$ cat src/rtl/pc_unit.sv
// Program counter for the IF stage: sequential stepping, prioritised redirects
// (exc > eret > branch > jump), and redirects deferred across pipeline stalls.
module pc_unit #(
  parameter int unsigned      WIDTH     = 32,
  parameter int unsigned      STEP      = 4,
  parameter logic [WIDTH-1:0] RESET_VEC = '0,
  parameter logic [WIDTH-1:0] EXC_VEC   = WIDTH'(32'h80)
) (
  input  logic             clk,
  input  logic             rst,
  input  logic             stall,
  input  logic             exc,
  input  logic             eret,
  input  logic [WIDTH-1:0] epc,
  input  logic             branch,
  input  logic [WIDTH-1:0] branch_target,
  input  logic             jump,
  input  logic [WIDTH-1:0] jump_target,
  output logic [WIDTH-1:0] pc,
  output logic [WIDTH-1:0] pc_plus,
  output logic [WIDTH-1:0] pc_next,
  output logic             fetch_valid,
  output logic             redirected,
  output logic             misalign
);

  localparam logic [1:0] BOOT = 2'd0;
  localparam logic [1:0] RUN  = 2'd1;
  localparam logic [1:0] HOLD = 2'd2;

  localparam logic [2:0] CODE_EXC  = 3'd4;
  localparam logic [2:0] CODE_ERET = 3'd3;
  localparam logic [2:0] CODE_BR   = 3'd2;
  localparam logic [2:0] CODE_JMP  = 3'd1;
  localparam logic [2:0] CODE_NONE = 3'd0;

  // STEP is a power of two, so STEP-1 covers exactly the ALIGN low bits.
  localparam logic [WIDTH-1:0] LOW_MASK = WIDTH'(STEP - 1);
  localparam logic [WIDTH-1:0] STEP_W   = WIDTH'(STEP);

  logic [1:0]       state_q, state_d;
  logic [WIDTH-1:0] pc_q, pc_d;
  logic [WIDTH-1:0] pend_tgt_q, pend_tgt_d;
  logic [2:0]       pend_code_q, pend_code_d;
  logic             fetch_valid_q, fetch_valid_d;
  logic             redirected_q, redirected_d;
  logic             misalign_q, misalign_d;

  logic [2:0]       req_code;
  logic [WIDTH-1:0] req_tgt;
  logic [2:0]       win_code;
  logic [WIDTH-1:0] win_tgt;
  logic             load;
  logic             req_wins;

  always_comb begin
    req_code = CODE_NONE;
    req_tgt  = jump_target;
    if (exc) begin
      req_code = CODE_EXC;
      req_tgt  = EXC_VEC;
    end else if (eret) begin
      req_code = CODE_ERET;
      req_tgt  = epc;
    end else if (branch) begin
      req_code = CODE_BR;
      req_tgt  = branch_target;
    end else if (jump) begin
      req_code = CODE_JMP;
      req_tgt  = jump_target;
    end
  end

  assign pc_plus  = pc_q + STEP_W;
  assign req_wins = (req_code != CODE_NONE) && (req_code >= pend_code_q);

  always_comb begin
    state_d       = state_q;
    pc_d          = pc_q;
    pend_tgt_d    = pend_tgt_q;
    pend_code_d   = pend_code_q;
    fetch_valid_d = fetch_valid_q;
    redirected_d  = 1'b0;
    misalign_d    = 1'b0;
    load          = 1'b0;
    win_code      = req_code;
    win_tgt       = req_tgt;

    case (state_q)
      BOOT: begin
        state_d       = RUN;
        fetch_valid_d = 1'b1;
      end
      RUN: begin
        if (!stall) begin
          if (req_code != CODE_NONE) begin
            load = 1'b1;
          end else begin
            pc_d = pc_plus;
          end
        end else if (exc) begin
          load = 1'b1;
        end else if (req_code != CODE_NONE) begin
          pend_tgt_d  = req_tgt;
          pend_code_d = req_code;
          state_d     = HOLD;
        end
      end
      HOLD: begin
        // exc always outranks pending, so it takes this path even under stall.
        if (!stall || exc) begin
          load        = 1'b1;
          state_d     = RUN;
          pend_tgt_d  = '0;
          pend_code_d = CODE_NONE;
          if (!req_wins) begin
            win_code = pend_code_q;
            win_tgt  = pend_tgt_q;
          end
        end else if (req_wins) begin
          pend_tgt_d  = req_tgt;
          pend_code_d = req_code;
        end
      end
      default: begin
        state_d = BOOT;
      end
    endcase

    if (load) begin
      redirected_d = 1'b1;
      if (win_code == CODE_EXC) begin
        pc_d = win_tgt;
      end else begin
        pc_d       = win_tgt & ~LOW_MASK;
        misalign_d = |(win_tgt & LOW_MASK);
      end
    end
  end

  always_ff @(posedge clk or posedge rst) begin
    if (rst) begin
      state_q       <= BOOT;
      pc_q          <= RESET_VEC;
      pend_tgt_q    <= '0;
      pend_code_q   <= CODE_NONE;
      fetch_valid_q <= 1'b0;
      redirected_q  <= 1'b0;
      misalign_q    <= 1'b0;
    end else begin
      state_q       <= state_d;
      pc_q          <= pc_d;
      pend_tgt_q    <= pend_tgt_d;
      pend_code_q   <= pend_code_d;
      fetch_valid_q <= fetch_valid_d;
      redirected_q  <= redirected_d;
      misalign_q    <= misalign_d;
    end
  end

  assign pc          = pc_q;
  assign pc_next     = pc_d;
  assign fetch_valid = fetch_valid_q;
  assign redirected  = redirected_q;
  assign misalign    = misalign_q;

endmodule

$ cat config.mk
export PLATFORM = sky130hd
export DESIGN_NAME = pc_unit
export DESIGN_NICKNAME = d
export VERILOG_FILES = /design/src/rtl/pc_unit.sv
export SDC_FILE = /design/constraint.sdc
export NUM_CORES = 1
export LEC_CHECK = 0
export BUFFER_PORTS_ARGS = -buffer_cell sky130_fd_sc_hd__buf_2
export CORE_ASPECT_RATIO = 0.7
export CORE_MARGIN = 8
export CORE_UTILIZATION = 53
export DETAILED_ROUTE_END_ITERATION = 6
export GPL_ROUTABILITY_DRIVEN = 0
export GPL_TIMING_DRIVEN = 0
export PLACE_DENSITY = 0.89
export SKIP_LAST_GASP = 1
export SLEW_MARGIN = 20
export SYNTH_ARGS = -nofsm -noshare
export SYNTH_HDL_FRONTEND = slang
export SYNTH_SLANG_ARGS = --single-unit
$ cat constraint.sdc
create_clock -name clk -period 11.8 [get_ports clk]
set_input_delay 3.54 -clock clk [delete_from_list [all_inputs] [get_ports clk]]
set_output_delay 3.54 -clock clk [all_outputs]
set_load 0.005 [all_outputs]
==> results of run 1 <==
-- final cells by class --
| cell class | count | area, sq um |
|---|---|---|
| inverters | 9 | 36.3 |
| repair buffers | 201 | 1020 |
| plain buffers | 45 | 201 |
| flip-flops and latches | 72 | 1800 |
| multi-input cells | 488 | 2950 |
| well taps | 124 | 155 |
| clock inverters | 2 | 35.0 |
| clock buffers | 14 | 284 |
| fillers | 760 | 2620 |
-- sequential cells by signal, indices dropped and copies added, names as in the netlist --
name,count
state_q,2
pc,32
pend_tgt_q,32
misalign,1
fetch_valid,1
redirected,1
pend_code_q,3
-- final timing paths --
path                                 from             end  depth (start not counted)
max                                   exc     pc_next[16]                         14
min                           fetch_valid     fetch_valid                          1
max in group asynchronous             rst  pend_tgt_q[22]                          3
max reg2reg                pend_code_q[2]          pc[16]                          9
min reg2reg                   fetch_valid     fetch_valid                          1
min in group asynchronous             rst     fetch_valid                          2
-- where the power goes --
group / total [mW] / switching, mW / internal, mW
logic: 0.832 / 0.483 / 0.349
clock network: 0.290 / 0.103 / 0.187
registers: 0.495 / 0.130 / 0.365
total: 1.62 / 0.716 / 0.901
-- metal layers --
metal	vias to the layer above	GRT usage (%)
li1	2576	-
met1	2604	37.1
met2	416	44.7
met3	21	9.87
met4	0	5.45
met5	-	0
-- stage by stage --
stage	power (mW)	utilization (%)
after CTS	1.61	71.2
after floorplan	0.909	-
final	1.62	71.2
after global placement	1.28	67.5
after global routing	1.73	71.2
after detailed placement	1.32	67.7
-- kinds of logic (layout without fill, tap and decap cells) --
group,Yosys count,count (layout),synth area share (%)
buffers and inverters,54,271,4.71
XOR/XNOR,57,57,10.0
AO/OA/AOI/OAI,149,149,18.3
AND/OR/NAND/NOR,247,247,23.4
flip-flops,72,72,36.1
multiplexers,28,28,5.69
adder cells (fa/ha/maj),7,7,1.75
-- cells in the final DEF, fill, tap and decap left out, drive strengths merged, types with 7 or more instances in the layout --
cell type and n:
nand4 7, o21ai 48, dfrtp 72, o41ai 9
nor2 52, xnor2 32, clkbuf 41, buf 219
nand2 111, mux2i 25, a21oi 41, nand3 9
xor2 25, ha 7, nor2b 20, inv 9
nor4 13, a211oi 37, nor3 14
==> insert_results.sql, run 1 <==
INSERT INTO impl_metrics (metric_group, metric, value, unit) VALUES
('clock_network', 'post_cts_resize_count', '0', ''),
('floorplanning', 'die-area', '0.0128', 'sq mm'),
('placement', 'port_buffers', '200', ''),
('pwr', 'power_leakage', '3.04', 'nW'),
('routing', 'met3_length', '2.34', 'mm'),
('logic_synthesis', 'synth_sequential_area_ratio', '36.1', '%'),
('sta', 'worst_slew_margin_rel', '46.3', '%'),
('routing', 'drt-pass1-iter-count', '7', ''),
('logic_synthesis', 'yosys_warnings', '0', ''),
('finish', 'design_area', '0.00649', 'sq mm'),
('sta', 'tightestPinTransition', '798', 'ps'),
('routing', 'route.layer.met1.wl', '7.96', 'mm'),
('sta', 'drv_slew', '0', ''),
('clock_network', 'numCtsBuffers', '9', ''),
('floorplanning', 'fp-row-count', '29', ''),
('clock_network', 'h_tree_depth', '3', ''),
('logic_synthesis', 'post-synth-top-area-fraction', '36.1', '%'),
('setup_path', 'timing.critical_path.arrival', '7150', 'ps'),
('routing', 'routedWlPerCell', '19.7', 'microns'),
('clock_network', 'clock_latency_on_the_worst_skew_pair', '330', 'ps'),
('logic_synthesis', 'share_of_async_settable_or_async_resettable_flops_after_synthesis', '100', '%'),
('clock_network', 'tritoncts_clock_tree', 'yes', ''),
('setup_path', 'worstSetupPathType', 'primary input to output pin', ''),
('sta', 'rsz0062_at_grt', 'false', ''),
('clock_network', 'clock_sink_count', '72', ''),
('setup_path', 'worst_path_most_repeated_cell', 'buf_2', ''),
('pwr', 'irDropWorstVdd', '0.112', 'mV'),
('floorplanning', 'effective_utilization_at_floorplan', '54.8', '%'),
('routing', 'finalWirelength', '18.8', 'mm'),
('logic_synthesis', 'synth_flop_cell', 'dfrtp_1', ''),
('sta', 'period_utilisation_layout', '90.6', '%'),
('routing', 'drtAntennaViolNets', '0', ''),
('setup_path', 'critical_path.endpoint_type', 'output pin', ''),
('global_routing', 'global_route.overflow_total', '0', ''),
('logic_synthesis', 'synth.area.top_cells', 'dfrtp_1 (36%), nand2_1 (8.3%), xnor2_1 (5.6%)', ''),
('finish', 'area_overhead_vs_synth', '30.0', '%'),
('global_routing', 'grt_max_degree', '42', ''),
('outcome', 'outcome', 'finished, final reports clean', ''),
('clock_network', 'cts.root.buffer_cell', 'clkbuf_16', ''),
('floorplanning', 'die_y', '97.2', 'microns'),
('finish', 'fraction_of_final_layout_cells_sized_beyond_drive_strength_1', '28.8', '%'),
('floorplanning', 'io-pin-count', '202', ''),
('routing', 'vias_per_cell', '5.88', ''),
('setup_path', 'crit_path_max_fanout', '10', ''),
('placement', 'post-place-cells', '939', ''),
('finish', 'instances_no_fill', '955', ''),
('sta', 'fin_crit', '10690', 'ps'),
('routing', 'met2_wirelength', '8.30', 'mm'),
('routing', 'route.vias.total', '5617', ''),
('sta', 'final_hold_violating_endpoints', '0', ''),
('setup_path', 'crit_required', '8260', 'ps'),
('logic_synthesis', 'synth_area', '0.00499', 'sq mm'),
('clock_network', 'cts_hold_buffers', '0', ''),
('routing', 'top_layer_used', 'met4', ''),
('finish', 'num_antenna_cells', '0', ''),
('setup_path', 'reg2reg_slack', '8780', 'ps'),
('placement', 'postPlaceCellArea', '0.00617', 'sq mm'),
('sta', 'setup-tns-final', '0', 'ps'),
('logic_synthesis', 'synth-edff-count', '0', ''),
('sta', 'setup_slack', '1110', 'ps'),
('pwr', 'power-per-cell-area', '249', 'mW/mm^2'),
('global_routing', 'antenna_found_initial', '0', ''),
('routing', 'first_iter_violations', '739', ''),
('clock_network', 'cts.reportedPaths.clkPinSlew', '60', 'ps'),
('clock_network', 'clock_tree.buffer_depth', '2', ''),
('sta', 'finalClockSkew', '6.28', 'ps'),
('logic_synthesis', 'synthMostInstantiatedCell', 'nand2_1', ''),
('setup_path', 'critPathLaunchType', 'primary input', ''),
('placement', 'detailed_place_hpwl', '15.2', 'mm'),
('floorplanning', 'die_width', '132', 'microns'),
('logic_synthesis', 'yosys-top-cells-count', 'nand2_1 (111), dfrtp_1 (72), nor2_1 (52)', '');
Power figures use the tool's default switching activity.
==> run 2, diff against run 1 <==
Settings changed: ABC_AREA set to 1, CORE_UTILIZATION 53 to 55, PLACE_DENSITY 0.89 to 0.88.
==> insert_results.sql, run 2 <==
INSERT INTO impl_metrics (metric_group, metric, value, unit) VALUES
('placement', 'detailed_place_hpwl', '17.8', 'mm'),
('floorplanning', 'effective_utilization_at_floorplan', '55.8', '%'),
('logic_synthesis', 'yosys-top-cells-count', 'nand2_1 (330), nor2_1 (82), nand3_1 (74)', ''),
('logic_synthesis', 'post-synth-top-area-fraction', '29.6', '%'),
('logic_synthesis', 'synth.area.top_cells', 'dfrtp_1 (30%), nand2_1 (20%), nand3_1 (6.1%)', ''),
('sta', 'setup-tns-final', '0', 'ps'),
('global_routing', 'gr-usage-all-layers', '30.2', '%'),
('sta', 'worst_slew_margin_rel', '61.4', '%'),
('sta', 'tightestPinTransition', '579', 'ps'),
('routing', 'finalWirelength', '22.3', 'mm'),
('pwr', 'intPower', '865', 'uW'),
('sta', 'fin_crit', '9610', 'ps'),
('sta', 'final_hold_violating_endpoints', '0', ''),
('sta', 'rsz0062_at_grt', 'false', ''),
('placement', 'post-place-cells', '1309', ''),
('pwr', 'power-per-cell-area', '223', 'mW/mm^2'),
('clock_network', 'cts.root.buffer_cell', 'clkbuf_16', ''),
('pwr', 'power_leakage', '3.91', 'nW'),
('logic_synthesis', 'netlist_instances', '955', ''),
('setup_path', 'crit_path_top_delay_cell', 'o21ai_0', ''),
('finish', 'design_area', '0.00758', 'sq mm'),
('finish', 'num_antenna_cells', '0', ''),
('logic_synthesis', 'yosys_warnings', '0', ''),
('flow_run', 'max_cap_violations', '0', ''),
('logic_synthesis', 'synth_flop_cell', 'dfrtp_1', ''),
('clock_network', 'postCtsSetupRepairBufs', '0', ''),
('outcome', 'outcome', 'finished, final reports clean', ''),
('sta', 'max_clock_freq', '104', 'MHz'),
('clock_network', 'cts_hold_buffers', '0', ''),
('logic_synthesis', 'share_of_async_settable_or_async_resettable_flops_after_synthesis', '100', '%'),
('setup_path', 'critical_path_buf_inv_count', '4', ''),
('pwr', 'net-switching-power', '825', 'uW'),
('sta', 'drv_slew', '0', ''),
('logic_synthesis', 'synthMostInstantiatedCell', 'nand2_1', ''),
('sta', 'setup-violations-final', '0', ''),
('floorplanning', 'die_width', '142', 'microns'),
('floorplanning', 'area_of_the_placeable_core', '0.0109', 'sq mm'),
('global_routing', 'grt_max_degree', '38', ''),
('setup_path', 'worstPathCellList', 'buf_2 -> inv_2 -> a21oi_1 -> ha_1 -> nand3_1 -> nand3_1 -> nand2_4 -> buf_2 -> o21ai_0 -> o21ai_0 -> o31ai_1 -> buf_2', ''),
('clock_network', 'clock_latency_on_the_worst_skew_pair', '350', 'ps'),
('sta', 'period_utilisation_layout', '81.4', '%'),
('pwr', 'power.share.switching', '48.8', '%'),
('worst_hold_path', 'min-delay-path-class', 'flip-flop to flip-flop', ''),
('floorplanning', 'die_y', '104', 'microns'),
('setup_path', 'worst_path_most_repeated_cell', 'buf_2', ''),
('routing', 'drt_drc_violations_left', '0', ''),
('sta', 'finalClockSkew', '5.46', 'ps'),
('pwr', 'seq_power_share', '26.4', '%'),
('setup_path', 'critical_path.endpoint_type', 'output pin', ''),
('clock_network', 'post_cts_resize_count', '0', ''),
('logic_synthesis', 'synth.distinct_cells', '42', ''),
('global_routing', 'global_route.overflow_total', '0', ''),
('logic_synthesis', 'synth-edff-count', '0', ''),
('setup_path', 'critPathLaunchType', 'primary input', ''),
('global_routing', 'grt_pass1_wl', '35.8', 'mm'),
('logic_synthesis', 'yosys.area.top_type', 'dfrtp_1', ''),
('clock_network', 'h_tree_depth', '3', ''),
('routing', 'route.vias.total', '7467', ''),
('finish', 'fraction_of_final_layout_cells_sized_beyond_drive_strength_1', '26.4', '%'),
('routing', 'first_iter_violations', '979', ''),
('setup_path', 'timing.critical_path.arrival', '6070', 'ps'),
('finish', 'layout.cells.most_common', 'nand2_1', ''),
('clock_network', 'clock_sink_count', '72', ''),
('pwr', 'power', '1.69', 'mW'),
('finish', 'nNetsFinal', '1277', ''),
('pwr', 'pwr-share-clk', '15.7', '%'),
('clock_network', 'tritoncts_clock_tree', 'yes', ''),
('routing', 'drt-pass1-iter-count', '5', ''),
('finish', 'instances_no_fill', '1325', ''),
('routing', 'drtAntennaViolNets', '0', ''),
('pwr', 'irDropWorstVdd', '0.115', 'mV'),
('finish', 'final_core_utilization', '69.6', '%'),
('floorplanning', 'fp-row-count', '32', ''),
('logic_synthesis', 'synthesis.area_per_instance', '6.37', 'sq um'),
('finish', 'area_overhead_vs_synth', '24.7', '%'),
('floorplanning', 'io-pin-count', '202', ''),
('routing', 'routedWlPerCell', '16.9', 'microns'),
('setup_path', 'worstSetupPathType', 'primary input to output pin', ''),
('clock_network', 'numCtsBuffers', '9', ''),
('clock_network', 'cts.reportedPaths.clkPinSlew', '60', 'ps'),
('setup_path', 'timing.critical_path.slowest_cell_delay', '380', 'ps'),
('setup_path', 'crit_path_max_fanout', '10', ''),
('setup_path', 'crit_required', '8260', 'ps'),
('global_routing', 'antenna_found_initial', '0', ''),
('floorplanning', 'die-area', '0.0147', 'sq mm'),
('setup_path', 'cpLargestDelayFamily', 'compound AO/OA/AOI/OAI gates', ''),
('logic_synthesis', 'syn_nets', '1065', ''),
('placement', 'port_buffers', '200', ''),
('global_routing', 'first_global_vias', '7183', ''),
('logic_synthesis', 'synthesized_flop_and_latch_total', '72', ''),
('finish', 'n_fill_cell', '990', ''),
('finish', 'final_cell_mix', 'nand2_1 (330), buf_2 (228), nor2_1 (82)', ''),
('placement', 'postPlaceCellArea', '0.00729', 'sq mm'),
('logic_synthesis', 'synth_sequential_area_ratio', '29.6', '%'),
('clock_network', 'clock_tree.buffer_depth', '2', ''),
('pwr', 'combinational_power_share', '57.9', '%'),
('logic_synthesis', 'synth_area', '0.00608', 'sq mm'),
('routing', 'vias_per_cell', '5.64', '');
run 2: cell type report:
cell class,instances,area (sq um),share of cell area (%)
plain buffers,54,287,3.78
clock buffers,11,253,3.33
clock inverters,5,31.3,0.413
inverters,67,264,3.48
multi-input cells,762,3730,49.2
flip-flops and latches,72,1800,23.8
well taps,153,191,2.53
repair buffers,201,1020,13.5
run 2: power by group through the flow:
stage | combinational (mW) | sequential, mW | clock (mW)
final | 0.979 | 0.446 | 0.265
after CTS | 0.959 | 0.442 | 0.266
after detailed placement | 0.952 | 0.446 | 0
after global placement | 0.932 | 0.442 | 0
after global routing | 1.08 | 0.459 | 0.276
after floorplan | 0.579 | 0.431 | 0
run 2: through the flow:
stage	hold slack [ps]	worst slack, ps
2_1_floorplan	449	3090
3_3_place_gp	455	2370
3_5_place_dp	465	2340
4_1_cts	481	2330
5_1_grt	502	2050
6_report	479	2190
run 2: routing by layer:
layer / part of all wire (%) / GRT usage, %
met1: 40 / 39.4
met2: 44 / 44.8
met3: 13 / 9.49
met4: 3.6 / 13.7
met5: 0 / 0
run 2: cell families after synthesis:
kind of cell	share of synthesized area, %
and+or+nand+nor	39.8
AOI/OAI and AO/OA	16.4
buffers and inverters	9.01
DFF	29.6
xor gates and xnor gates	3.46
adders and majority gates	1.44
muxes	0.165
run 2: path summary, 6_finish.rpt:
| kind | cells past startpoint | end | slack [ps] | startpoint |
|---|---|---|---|---|
| worst max-delay path | 12 | pc_next[11] | 2190 | eret |
| worst min-delay path | 1 | fetch_valid | 480 | fetch_valid |
| worst max register to register | 8 | pc[11] | 9320 | state_q[0] |
| worst min register to register | 1 | fetch_valid | 480 | fetch_valid |
| max in group asynchronous | 3 | pc[22] | 8030 | rst |
| min in group asynchronous | 2 | pend_code_q[0] | 3200 | rst |
